### src/rtl/i2c_master_arbiter.sv
// Round-robin arbiter sharing one i2c_master among NUM_REQ requesters; optional WAIT timeout via I2C_ARB_TIMEOUT_EN.
// Latency: gnt/m_en one cycle after req is sampled in IDLE; done one cycle after m_done; next grant >= 3 cycles after m_done.
// Backpressure: requesters hold req and fields until gnt; no new grant while busy.
module i2c_master_arbiter #(
    parameter int NUM_REQ        = 4,
    parameter int TIMEOUT_CYCLES = 4096
) (
    input  logic                    clk,
    input  logic                    rst,
    input  logic [NUM_REQ-1:0]      req,
    input  logic [7*NUM_REQ-1:0]    req_slave_addr,
    input  logic [NUM_REQ-1:0]      req_rw,
    input  logic [8*NUM_REQ-1:0]    req_reg_addr,
    input  logic [32*NUM_REQ-1:0]   req_wdata,
    output logic [NUM_REQ-1:0]      gnt,
    output logic [NUM_REQ-1:0]      done,
    output logic [31:0]             rdata,
    output logic                    err,
    output logic                    busy,
    output logic                    m_en,
    output logic [6:0]              m_slave_addr,
    output logic                    m_rw,
    output logic [7:0]              m_reg_addr,
    output logic [31:0]             m_wdata,
    input  logic [31:0]             m_rdata,
    input  logic                    m_done,
    input  logic                    m_nack
);

    localparam int IDX_W = (NUM_REQ > 1) ? $clog2(NUM_REQ) : 1;

    if (NUM_REQ < 2 || NUM_REQ > 8 || TIMEOUT_CYCLES < 1) begin : g_cfg_check
        $error("i2c_master_arbiter: NUM_REQ must be 2..8 and TIMEOUT_CYCLES >= 1");
    end

    typedef enum logic [1:0] {
        IDLE,
        LAUNCH,
        WAIT,
        COMPLETE
    } state_t;

    state_t             state;
    logic [IDX_W-1:0]   rr_ptr;
    logic [IDX_W-1:0]   owner;
    logic               sel_vld;
    logic [IDX_W-1:0]   sel_idx;
    logic [IDX_W-1:0]   rr_nxt;

`ifdef I2C_ARB_TIMEOUT_EN
    logic [31:0]        wait_cnt;
`endif

    // Scan downward in priority so the candidate closest to rr_ptr is written last and wins.
    always_comb begin
        logic [IDX_W-1:0] cand;
        sel_vld = 1'b0;
        sel_idx = '0;
        cand    = '0;
        for (int k = NUM_REQ - 1; k >= 0; k--) begin
            cand = IDX_W'((int'(rr_ptr) + k) % NUM_REQ);
            if (req[cand]) begin
                sel_vld = 1'b1;
                sel_idx = cand;
            end
        end
    end

    assign rr_nxt = (sel_idx == IDX_W'(NUM_REQ - 1)) ? '0 : sel_idx + IDX_W'(1);

    always_ff @(posedge clk or negedge rst) begin
        if (!rst) begin
            state        <= IDLE;
            rr_ptr       <= '0;
            owner        <= '0;
            gnt          <= '0;
            done         <= '0;
            rdata        <= '0;
            err          <= 1'b0;
            busy         <= 1'b0;
            m_en         <= 1'b0;
            m_slave_addr <= '0;
            m_rw         <= 1'b0;
            m_reg_addr   <= '0;
            m_wdata      <= '0;
`ifdef I2C_ARB_TIMEOUT_EN
            wait_cnt     <= '0;
`endif
        end else begin
            gnt  <= '0;
            done <= '0;
            case (state)
                IDLE: begin
                    if (sel_vld) begin
                        owner        <= sel_idx;
                        rr_ptr       <= rr_nxt;
                        gnt          <= NUM_REQ'(1) << sel_idx;
                        m_slave_addr <= req_slave_addr[int'(sel_idx)*7 +: 7];
                        m_rw         <= req_rw[sel_idx];
                        m_reg_addr   <= req_reg_addr[int'(sel_idx)*8 +: 8];
                        m_wdata      <= req_wdata[int'(sel_idx)*32 +: 32];
                        m_en         <= 1'b1;
                        busy         <= 1'b1;
                        state        <= LAUNCH;
                    end
                end
                LAUNCH: begin
`ifdef I2C_ARB_TIMEOUT_EN
                    wait_cnt <= '0;
`endif
                    state    <= WAIT;
                end
                WAIT: begin
                    if (m_done) begin
                        if (m_rw) begin
                            rdata <= m_rdata;
                        end
                        err   <= m_nack;
                        m_en  <= 1'b0;
                        done  <= NUM_REQ'(1) << owner;
                        state <= COMPLETE;
                    end
`ifdef I2C_ARB_TIMEOUT_EN
                    // Count holds the index of the current WAIT cycle, so the last allowed cycle is limit-1.
                    else if (wait_cnt == 32'(TIMEOUT_CYCLES - 1)) begin
                        err   <= 1'b1;
                        m_en  <= 1'b0;
                        done  <= NUM_REQ'(1) << owner;
                        state <= COMPLETE;
                    end else begin
                        wait_cnt <= wait_cnt + 32'd1;
                    end
`endif
                end
                COMPLETE: begin
                    busy  <= 1'b0;
                    state <= IDLE;
                end
                default: begin
                    state <= IDLE;
                end
            endcase
        end
    end

endmodule

### config.mk
export PLATFORM = sky130hd
export DESIGN_NAME = i2c_master_arbiter
export DESIGN_NICKNAME = d
export VERILOG_FILES = /design/src/rtl/i2c_master_arbiter.sv
export SDC_FILE = /design/constraint.sdc
export NUM_CORES = 1
export LEC_CHECK = 0
export ABC_AREA = 0
export BUFFER_PORTS_ARGS = -buffer_cell sky130_fd_sc_hd__buf_2
export CAP_MARGIN = 20
export CORE_AREA = 8 8 119 121
export CTS_BUF_LIST = sky130_fd_sc_hd__clkbuf_8
export CTS_CLUSTER_SIZE = 40
export DETAILED_ROUTE_END_ITERATION = 12
export DIE_AREA = 0 0 127 129
export MAX_ROUTING_LAYER = met4
export PLACE_DENSITY = 0.81
export SKIP_LAST_GASP = 1
export SLEW_MARGIN = 30
export SYNTH_ARGS = -nofsm -noshare
export SYNTH_HDL_FRONTEND = slang
export SYNTH_SLANG_ARGS = --single-unit
### constraint.sdc
create_clock -name clk -period 2 [get_ports clk]
set_input_delay 0.2 -clock clk [delete_from_list [all_inputs] [get_ports clk]]
set_output_delay 0.2 -clock clk [all_outputs]
set_load 0.005 [all_outputs]
; ---- After elaboration in Yosys (flattened, before gate mapping)
; Cells that the tools add are included.
[word_totals]
register_bits = 97
inputBits = 232
elab_cells = 73
[op_classes]
n_addsub = 4
mul = 1
magnitude_cmp = 5
eq_ne = 6
n_shift = 5
muxes = 30
reduce_logical = 9
[ops]
columns = cell, count
row1 = 128-bit by 8-bit indexed part select with 32-bit output, 1
row2 = 32-bit by 6-bit indexed part select with 8-bit output, 1
row3 = 28-bit by 6-bit indexed part select with 7-bit output, 1
row4 = 4-bit 2-to-1 mux, 4
row5 = "2-bit by 3-bit less-than comparator with 1-bit output, second input constant", 5
row6 = 2-bit 2-to-1 mux, 7
row7 = 1-bit 2-to-1 mux, 11
row8 = 1-bit binary-select mux with 2-bit select, 5
row9 = 2-bit case mux with 4 select lines, 1
row10 = 2-bit AND reduction, 4
row11 = "1-bit by 2-bit left shift with 4-bit output, first input constant", 2
row12 = "2-bit == test, second input constant", 3
row13 = 3-bit AND reduction, 2
row14 = "2-bit by 3-bit multiplier with 5-bit output, second input constant", 1
row15 = "2-bit by 1-bit adder with 2-bit output, second input constant", 2
row16 = "2-bit adder, second input constant", 2
row17 = "2-bit != test, second input constant", 2
row18 = 1-bit case mux with 2 select lines, 2
row19 = 2-bit nonzero test, 2
row20 = "2-bit by 1-bit == test with 1-bit output, second input constant", 1
row21 = 2-bit logical NOT, 1

; ---- Depth between registers and ports, before layout
; Gate-level depths: netlist (run 1).
[logic_depth]
word_depth = 10
depth_mapped = 9

; ---- Worst setup path before layout (run 1)
; OpenSTA, ideal clock, no wires.
[synth_path]
kind = register to register
start = register rr_ptr[0]
end = register rr_ptr[0]
t_arrival_ns = 1.590
path_slack_ns = 0.315
stages_incl_launch_ff = 8
n_path_buf = 2
cell_sequence = dfrtp_1 > o221a_1 > o22ai_1 > buf_4 > buf_4 > inv_2 > ha_1 > o31ai_1
[synth_via]
elab_chain_len = 9
[synth_rtl]
columns = element, line_no
row1 = "start, declared", 44  ; logic [IDX_W-1:0] rr_ptr;
row2 = "start signal, assigned", 96  ; rr_ptr <= rr_nxt;
row3 = 2-bit adder, 61  ; cand = IDX_W'((int'(rr_ptr) + k) % NUM_REQ);
row4 = 1-bit binary-select mux with 2-bit select, 62  ; if (req[cand]) begin
row5 = 1-bit 2-to-1 mux (not written as such), 62
row6 = 2-bit 2-to-1 mux (4 in series), 62
row7 = 2-bit by 1-bit adder with 2-bit output / 2-bit == test (equally long branches), 69  ; assign rr_nxt = (sel_idx == IDX_W'(NUM_REQ - 1)) ? '0 : sel_idx + IDX_W'(1);
row8 = 2-bit 2-to-1 mux, 69
; Several ways; a longest one is shown, not always the timed one. The select of a mux whose other input is x is not followed.
; A chain may end at the register's enable or synchronous reset.

; ---- Worst setup path after layout (run 1)
[layout_path]
start = register rr_ptr[0]
end = register m_wdata[12]
[layout_via]
elab_chain_len = 8
[layout_rtl]
columns = element, line_no
row1 = 2-bit adder, 61
row2 = 1-bit binary-select mux with 2-bit select, 62
row3 = 1-bit 2-to-1 mux (not written as such), 62
row4 = 2-bit 2-to-1 mux / 1-bit 2-to-1 mux (equally long branches) (4 in series), 62
row5 = 128-bit by 8-bit indexed part select with 32-bit output / 2-bit AND reduction (equally long branches), -
row6 = "end signal, assigned", 101  ; m_wdata <= req_wdata[int'(sel_idx)*32 +: 32];
row7 = "end, declared", 24  ; output logic [31:0] m_wdata,
; Several ways; a longest one is shown, not always the timed one. The select of a mux whose other input is x is not followed.

==> impl_metrics.json, run 1 <==
{
  "sequence_of_cells_on_the_critical_path": "o221a_1, o22ai_4, buf_12, buf_12, mux2i_1, o221ai_1",
  "run_status": "complete, no violations",
  "synthToLayoutAreaGrowth_pct": 40.5,
  "synth.avg_cell_area_sq_um": 12.1,
  "tightestPinTransition_ns": 0.485,
  "die_h_microns": 129,
  "holdCritPathClass": "input pin to flop",
  "critPathCaptureType": "flop",
  "num-nets-final": 965,
  "design.core.area_sq_mm": 0.0123,
  "antenna_found_initial": 0,
  "drt.antenna.violating_nets": 0,
  "fin_crit_sh_pct": 93.0,
  "max_freq_ghz": 0.538,
  "tritoncts.num_buffers": 9,
  "cap_viol_max_count": 0,
  "detailed_placer_s_ending_hpwl_microns": 13200,
  "cts.sink_count": 97,
  "cp_peak_stage_delay_ns": 0.43,
  "vdd.ir_drop.worst_mv": 0.631,
  "setup_repair_after_global_routing_missed_its_margin": "false",
  "cp_common_cell": "sky130_fd_sc_hd__buf_12",
  "critPathArrivalTime_ns": 2.09,
  "layout_common_cells": "sky130_fd_sc_hd__buf_2, sky130_fd_sc_hd__dfrtp_1, sky130_fd_sc_hd__mux2i_1",
  "async_flop_share_pct": 100,
  "grt_first_pass_wirelength_microns": 25400,
  "place.port_buffers": 322,
  "synthesized_netlist_cell_count": 407,
  "post-layout-total-power_mw": 9.30,
  "critical_r2r_capture": "m_wdata[12]",
  "worst_ep_required_time_ns": 2.23,
  "placedInstanceArea_sq_mm": 0.00674,
  "die_w_microns": 127,
  "hold-path-cell-count": 2,
  "cts.repair.resized": 0,
  "worst_reg2reg_startpoint": "rr_ptr[0]",
  "max-slew-margin-rel_pct": 67.7,
  "synth_enable_flop_cells": 0,
  "vias_in_the_first_global_route": 4988,
  "post-route-min-period_ns": 1.86,
  "timing.critical_path.from_type": "flop",
  "worstRegToRegCells": 6,
  "leakage_nw": 3.93,
  "clk_transition_reported_paths_ns": 0.11,
  "setup_total_negative_slack_ns": 0,
  "yosys_warnings": 0,
  "ys_ff_latch": 97,
  "design.portCount": 323,
  "first_pass_drt_iterations": 4,
  "grt.total_usage_pct": 20.2,
  "place_worst_setup_slack_ns": 0.162,
  "cp.buffers_inverters": 2,
  "timing.reg2reg.setup_slack_ns": 0.14,
  "finClkSkew_ns": 0.0140,
  "post_cts.repair.setup_buffers": 0,
  "setup.worst_path.class": "flop to flop",
  "yosysUniqueCellTypes": 35,
  "drt-initial-drc-count": 206,
  "rows": 41,
  "grt_max_degree": 57,
  "postLayoutCellArea_sq_mm": 0.00693,
  "initial_standard_cell_utilization_of_the_core_pct": 40.1,
  "remaining_drc_errors": 0,
  "layout_setup_ws_ns": 0.141,
  "hold_violations": 0,
  "insertedDiodeCount": 0,
  "via_count": 4550,
  "drt-total-wl_microns": 16500,
  "powerDensity_mw_per_mm2": 1340,
  "min_from": "m_rdata[13]",
  "critPathMaxFanout": 22,
  "synthesis.area_sq_mm": 0.00494,
  "setup_viol_count_final": 0,
  "hold_critical_path_endpoint": "rdata[13]",
  "cts.hold.buffers_added": 1,
  "root_buffer": "sky130_fd_sc_hd__clkbuf_8",
  "wl_per_cell_microns": 18.7,
  "place_congestion": 0.883,
  "die_area_sq_mm": 0.0164,
  "clock_insertion_delay_worst_skew_ns": 0.36,
  "tritoncts": "yes",
  "hold_ws_ns": 0.0584,
  "globalRouteOverflowTotal": 0,
  "synth_seq_area_share_pct": 49.2,
  "routed_via_density": 5.15,
  "drive_above_1_share_pct": 54.0,
  "cts.htree.levels": 3,
  "maxSlewViolCount": 0,
  "clock_path_buffers": 2,
  "syn_nets": 643,
  "cp_top_family": "compound AO/OA/AOI/OAI gates",
  "yosys_most_used_dff": "sky130_fd_sc_hd__dfrtp_1",
  "mostFrequentLayoutCell": "sky130_fd_sc_hd__buf_2",
  "crit_slowest_cell": "sky130_fd_sc_hd__dfrtp_1"
}
==> worst register-to-register path: cells and delay by family (launching register included) <==
family	cells	cell delay, ns
AOI/OAI and AO/OA	3	0.63
buffers and inverters	2	0.44
DFF	1	0.43
muxes	1	0.22
==> worst max path at each step <==
stage          startpoint             to  slack, ns  depth (start not counted)
6_report        rr_ptr[0]    m_wdata[12]       0.14                          6
5_1_grt         rr_ptr[0]  m_reg_addr[3]       0.02                          6
3_3_place_gp    rr_ptr[0]  m_reg_addr[2]       0.21                          6
2_1_floorplan   rr_ptr[0]      rr_ptr[0]       0.31                          7
4_1_cts         rr_ptr[0]  m_reg_addr[3]       0.13                          6
3_5_place_dp    rr_ptr[0]  m_reg_addr[3]       0.16                          6
==> kinds of logic (layout without fill, tap and decap cells) <==
family                     Yosys count  in the layout  synth area share, %
DFF                                 97             97                 49.2
and+or+nand+nor                     79             79                 7.22
muxes                              129            129                 27.0
adders and majority gates            4              4                 1.01
buffers and inverters               36            363                 5.17
AOI/OAI and AO/OA                   62             62                 10.4
==> cells in the mapped netlist, types with 2 or more instances <==
master	count	share of area, %
sky130_fd_sc_hd__dfrtp_1	97	49
sky130_fd_sc_hd__mux2i_1	96	19
sky130_fd_sc_hd__nand2_1	60	4.6
sky130_fd_sc_hd__o221ai_1	48	8.5
sky130_fd_sc_hd__mux2_2	33	7.5
sky130_fd_sc_hd__buf_6	12	2.7
sky130_fd_sc_hd__buf_2	9	0.91
sky130_fd_sc_hd__buf_4	5	0.76
sky130_fd_sc_hd__ha_1	4	1.0
sky130_fd_sc_hd__inv_1	4	0.30
sky130_fd_sc_hd__nor3_1	4	0.41
sky130_fd_sc_hd__o21ai_0	4	0.41
sky130_fd_sc_hd__nor2b_1	3	0.38
sky130_fd_sc_hd__a21oi_1	2	0.20
sky130_fd_sc_hd__buf_1	2	0.15
sky130_fd_sc_hd__clkbuf_1	2	0.15
sky130_fd_sc_hd__inv_2	2	0.15
sky130_fd_sc_hd__nor3b_1	2	0.30
sky130_fd_sc_hd__o22a_1	2	0.35
==> state kept, by name, summed over array words and instances (netlist names), 2 cells and up <==
register,count
done,4
gnt,4
m_reg_addr,8
m_slave_addr,7
m_wdata,32
owner,2
rdata,32
rr_ptr,2
state,2
==> metrics by stage <==
step	utilization, %	instances
after floorplan	-	407
after CTS	56.3	884
after global routing	56.3	884
final	56.3	884
after detailed placement	54.8	867
after global placement	54.8	867
==> cell type report <==
class	count	area [sq um]
Inverter	6	22.5
Timing Repair Buffer	341	1850
Tap cell	150	188
Sequential cell	97	2430
Fill cell	1062	5380
Multi-Input combinational cell	274	2270
Clock inverter	7	56.3
Clock buffer	9	124
==> per-layer routing <==
layer | GRT usage [%] | share of wire, % | vias to the layer above
met5 | - | 0 | -
met4 | 7.63 | 2.1 | 0
met3 | 4.51 | 6.7 | 24
met2 | 35.5 | 51 | 223
met1 | 22.1 | 40 | 2141
li1 | - | - | 2162
==> where the power goes <==
part	leakage (nW)	total (mW)	internal (mW)	switching, mW
logic	2.64	4.68	2.39	2.29
registers	1.20	3.41	2.90	0.507
clock network	0.0944	1.22	0.469	0.753
Note: power is estimated with default switching activity, not from simulation.
==> run 2, diff against run 1 <==
--- a/config.mk
+++ b/config.mk
@@ -5,16 +5,16 @@
 export SDC_FILE = /design/constraint.sdc
 export NUM_CORES = 1
 export LEC_CHECK = 0
-export ABC_AREA = 0
+export ABC_AREA = 1
 export BUFFER_PORTS_ARGS = -buffer_cell sky130_fd_sc_hd__buf_2
 export CAP_MARGIN = 20
-export CORE_AREA = 8 8 119 121
+export CORE_MARGIN = 8
+export CORE_UTILIZATION = 47
 export CTS_BUF_LIST = sky130_fd_sc_hd__clkbuf_8
 export CTS_CLUSTER_SIZE = 40
 export DETAILED_ROUTE_END_ITERATION = 12
-export DIE_AREA = 0 0 127 129
 export MAX_ROUTING_LAYER = met4
-export PLACE_DENSITY = 0.81
+export PLACE_DENSITY = 0.87
 export SKIP_LAST_GASP = 1
 export SLEW_MARGIN = 30
 export SYNTH_ARGS = -nofsm -noshare
==> run 2 against run 1 <==
Effect of this change:
- the flow now finishes with violations (negative setup slack)
- register-to-register slack lost 0.23 ns
- flip-flop and latch count unchanged
- non-clock buffer count grew 34
- count of clock-buffer cells in the layout unchanged
- first-iteration DRC count grew to 3.4 times the previous value
- final cell count rose by 66%
- core utilization is 13 points higher
- hold slack lost 0.012 ns
- sequential share of layout area decreased by 8.5 points
- sequential power up 3%
- setup slack got worse by 0.23 ns
- critical path type unchanged
==> impl_metrics.json, run 2 <==
{
  "run_status": "finished with violations",
  "failed_checks": "negative setup slack",
  "tritoncts.num_buffers": 9,
  "die_area_sq_mm": 0.0172,
  "die_w_microns": 131,
  "routed_via_density": 5.06,
  "setup.worst_path.class": "flop to flop",
  "synth_enable_flop_cells": 0,
  "synth_top_cells_by_count": "sky130_fd_sc_hd__nand2_1, sky130_fd_sc_hd__inv_1, sky130_fd_sc_hd__nand3_1",
  "drt-initial-drc-count": 698,
  "tightestPinTransition_ns": 0.366,
  "hold_violations": 0,
  "synthDominantCellAreaShare_pct": 38.8,
  "antenna_found_initial": 3,
  "timing.critical_path.from_type": "flop",
  "placed_cells_incl_taps": 1417,
  "placedInstanceArea_sq_mm": 0.00823,
  "root_buffer": "sky130_fd_sc_hd__clkbuf_8",
  "drt.antenna.violating_nets": 0,
  "setup_viol_count_final": 25,
  "design.core.area_sq_mm": 0.0131,
  "yosys_most_used_dff": "sky130_fd_sc_hd__dfrtp_1",
  "critical_r2r_capture": "rr_ptr[0]",
  "worst_ep_required_time_ns": 2.29,
  "grt.total_usage_pct": 25.2,
  "grt_max_degree": 58,
  "stdcell_count": 1464,
  "synth_seq_area_share_pct": 38.8,
  "clock_path_buffers": 2,
  "layout_common_cells": "sky130_fd_sc_hd__buf_2, sky130_fd_sc_hd__nand2_1, sky130_fd_sc_hd__inv_1",
  "vdd.ir_drop.worst_mv": 1.25,
  "layout_setup_ws_ns": -0.0860,
  "detailed_placer_s_ending_hpwl_microns": 17000,
  "place_congestion": 0.970,
  "powerDensity_mw_per_mm2": 1910,
  "holdCritPathClass": "input pin to flop",
  "sequence_of_cells_on_the_critical_path": "buf_8, nand2_2, nand3_2, nand2_2, nand3_4, nand3_4, buf_6, nand2_8, clkbuf_16, inv_1, nand2_2, o22ai_1",
  "place.port_buffers": 322,
  "worst_reg2reg_startpoint": "rr_ptr[0]",
  "maxSlewViolCount": 0,
  "cts.sink_count": 97,
  "drive_above_1_share_pct": 35.6,
  "clock_insertion_delay_worst_skew_ns": 0.38,
  "syn_nets": 1181,
  "synth.avg_cell_area_sq_um": 6.61,
  "design.portCount": 323,
  "post-route-min-period_ns": 2.09,
  "critPathArrivalTime_ns": 2.38,
  "async_flop_share_pct": 100,
  "postLayoutCellArea_sq_mm": 0.00917,
  "finClkSkew_ns": 0.00993,
  "critPathCaptureType": "flop",
  "timing.critical_path.from": "rr_ptr[0]",
  "vias_in_the_first_global_route": 6977,
  "fin_crit_sh_pct": 104,
  "cp_common_cell": "sky130_fd_sc_hd__nand2_2",
  "mostFrequentLayoutCell": "sky130_fd_sc_hd__buf_2",
  "synthesis.area_sq_mm": 0.00625,
  "initial_standard_cell_utilization_of_the_core_pct": 47.6,
  "grt_first_pass_wirelength_microns": 34800,
  "worstSetupEndpoint": "rr_ptr[0]",
  "max-slew-margin-rel_pct": 75.6,
  "max_freq_ghz": 0.479,
  "first_pass_drt_iterations": 5,
  "globalRouteOverflowTotal": 0,
  "cts.htree.levels": 3,
  "synthToLayoutAreaGrowth_pct": 46.7,
  "critPathMaxFanout": 5,
  "cap_viol_max_count": 0,
  "rows": 42,
  "synth_top_cells_by_area": "sky130_fd_sc_hd__dfrtp_1, sky130_fd_sc_hd__nand2_1, sky130_fd_sc_hd__nand3_1",
  "yosys_warnings": 0,
  "post-synth-top-count-cell": "sky130_fd_sc_hd__nand2_1",
  "leakage_nw": 5.77,
  "cell_type_contributing_the_most_total_cell_area_after_synthesis": "sky130_fd_sc_hd__dfrtp_1",
  "timing.reg2reg.setup_slack_ns": -0.09,
  "yosysUniqueCellTypes": 23,
  "drt-total-wl_microns": 24900,
  "worstRegToRegCells": 12,
  "synthesized_netlist_cell_count": 945,
  "largestRegisters": "m_wdata (32), rdata (32), m_reg_addr (8)",
  "setup_repair_after_global_routing_missed_its_margin": "true",
  "ys_ff_latch": 97,
  "via_count": 7411,
  "hold_ws_ns": 0.0468,
  "die_h_microns": 131,
  "tritoncts": "yes",
  "remaining_drc_errors": 0,
  "clk_transition_reported_paths_ns": 0.10,
  "crit_slowest_cell": "sky130_fd_sc_hd__dfrtp_2",
  "cp_peak_stage_delay_ns": 0.46,
  "wl_per_cell_microns": 17.0,
  "num-nets-final": 1516
}
run 2: layout make-up:
| type | instances | area (sq um) |
|---|---|---|
| fillers | 1034 | 3970 |
| multi-input cells | 587 | 3000 |
| repair buffers | 375 | 2510 |
| flip-flops and latches | 97 | 2430 |
| inverters | 210 | 791 |
| well taps | 176 | 220 |
| clock buffers | 9 | 124 |
| clock inverters | 7 | 86.3 |
| diodes | 3 | 7.51 |
run 2: how the worst min path moves through the flow:
stage | from | to | slack (ns) | cells after the start
2_1_floorplan | rst | busy | -0.1 | 0
3_3_place_gp | rst | m_wdata[24] | 0.14 | 1
3_5_place_dp | rst | m_wdata[24] | 0.14 | 1
4_1_cts | m_rdata[4] | rdata[4] | 0.03 | 2
5_1_grt | m_rdata[21] | rdata[21] | 0.04 | 2
6_report | m_rdata[27] | rdata[27] | 0.05 | 2
run 2: where the power goes:
| group | total [mW] | internal, mW | switching (mW) |
|---|---|---|---|
| registers | 3.51 | 2.93 | 0.577 |
| clock network | 1.38 | 0.605 | 0.779 |
| logic | 12.6 | 5.62 | 6.96 |
| total | 17.5 | 9.16 | 8.32 |
run 2: routing by layer:
| metal | share of wire, % | global-route usage, % | wire, microns | vias to the layer above |
|---|---|---|---|---|
| li1 | - | - | - | 3528 |
| met2 | 49 | 42.1 | 12300 | 475 |
| met3 | 9.3 | 6.44 | 2320 | 62 |
| met5 | 0 | - | 0 | - |
| met1 | 38 | 28.8 | 9400 | 3346 |
| met4 | 3.5 | 9.13 | 862 | 0 |
run 2: critical path: cells and delay by family (launching register included):
kind                   cells  cell delay (ns)
and+or+nand+nor            7             0.78
buffers and inverters      4             0.58
DFF                        1             0.46
AOI/OAI and AO/OA          1             0.15
run 2: timing repair:
item,in CTS,in global routing
endpoints found under the setup margin,0,54
setup buffers,0,6
hold buffers,1,0
endpoints found under the hold margin,23,0
gates resized for setup,0,46
run 2: cell families after synthesis:
kind of cell / Yosys count / synth area share, %
multiplexers: 33 / 5.94
adder cells (fa/ha/maj): 4 / 0.801
flip-flops: 97 / 38.8
XOR/XNOR: 1 / 0.140
AO/OA/AOI/OAI: 12 / 1.08
AND/OR/NAND/NOR: 534 / 36.6
buffers and inverters: 264 / 16.6
run 2: metrics by stage:
stage | setup slack (ns) | util, % | setup TNS (ns) | power (mW)
after CTS | 0.00805 | 64.3 | 0 | 14.6
after global placement | 0.145 | 62.6 | 0 | 13.0
after floorplan | 0.228 | - | 0 | 9.68
after detailed placement | 0.0183 | 62.6 | 0 | 13.2
final | -0.0860 | 69.8 | -0.501 | 17.5
after global routing | -0.183 | 69.8 | -5.26 | 18.8
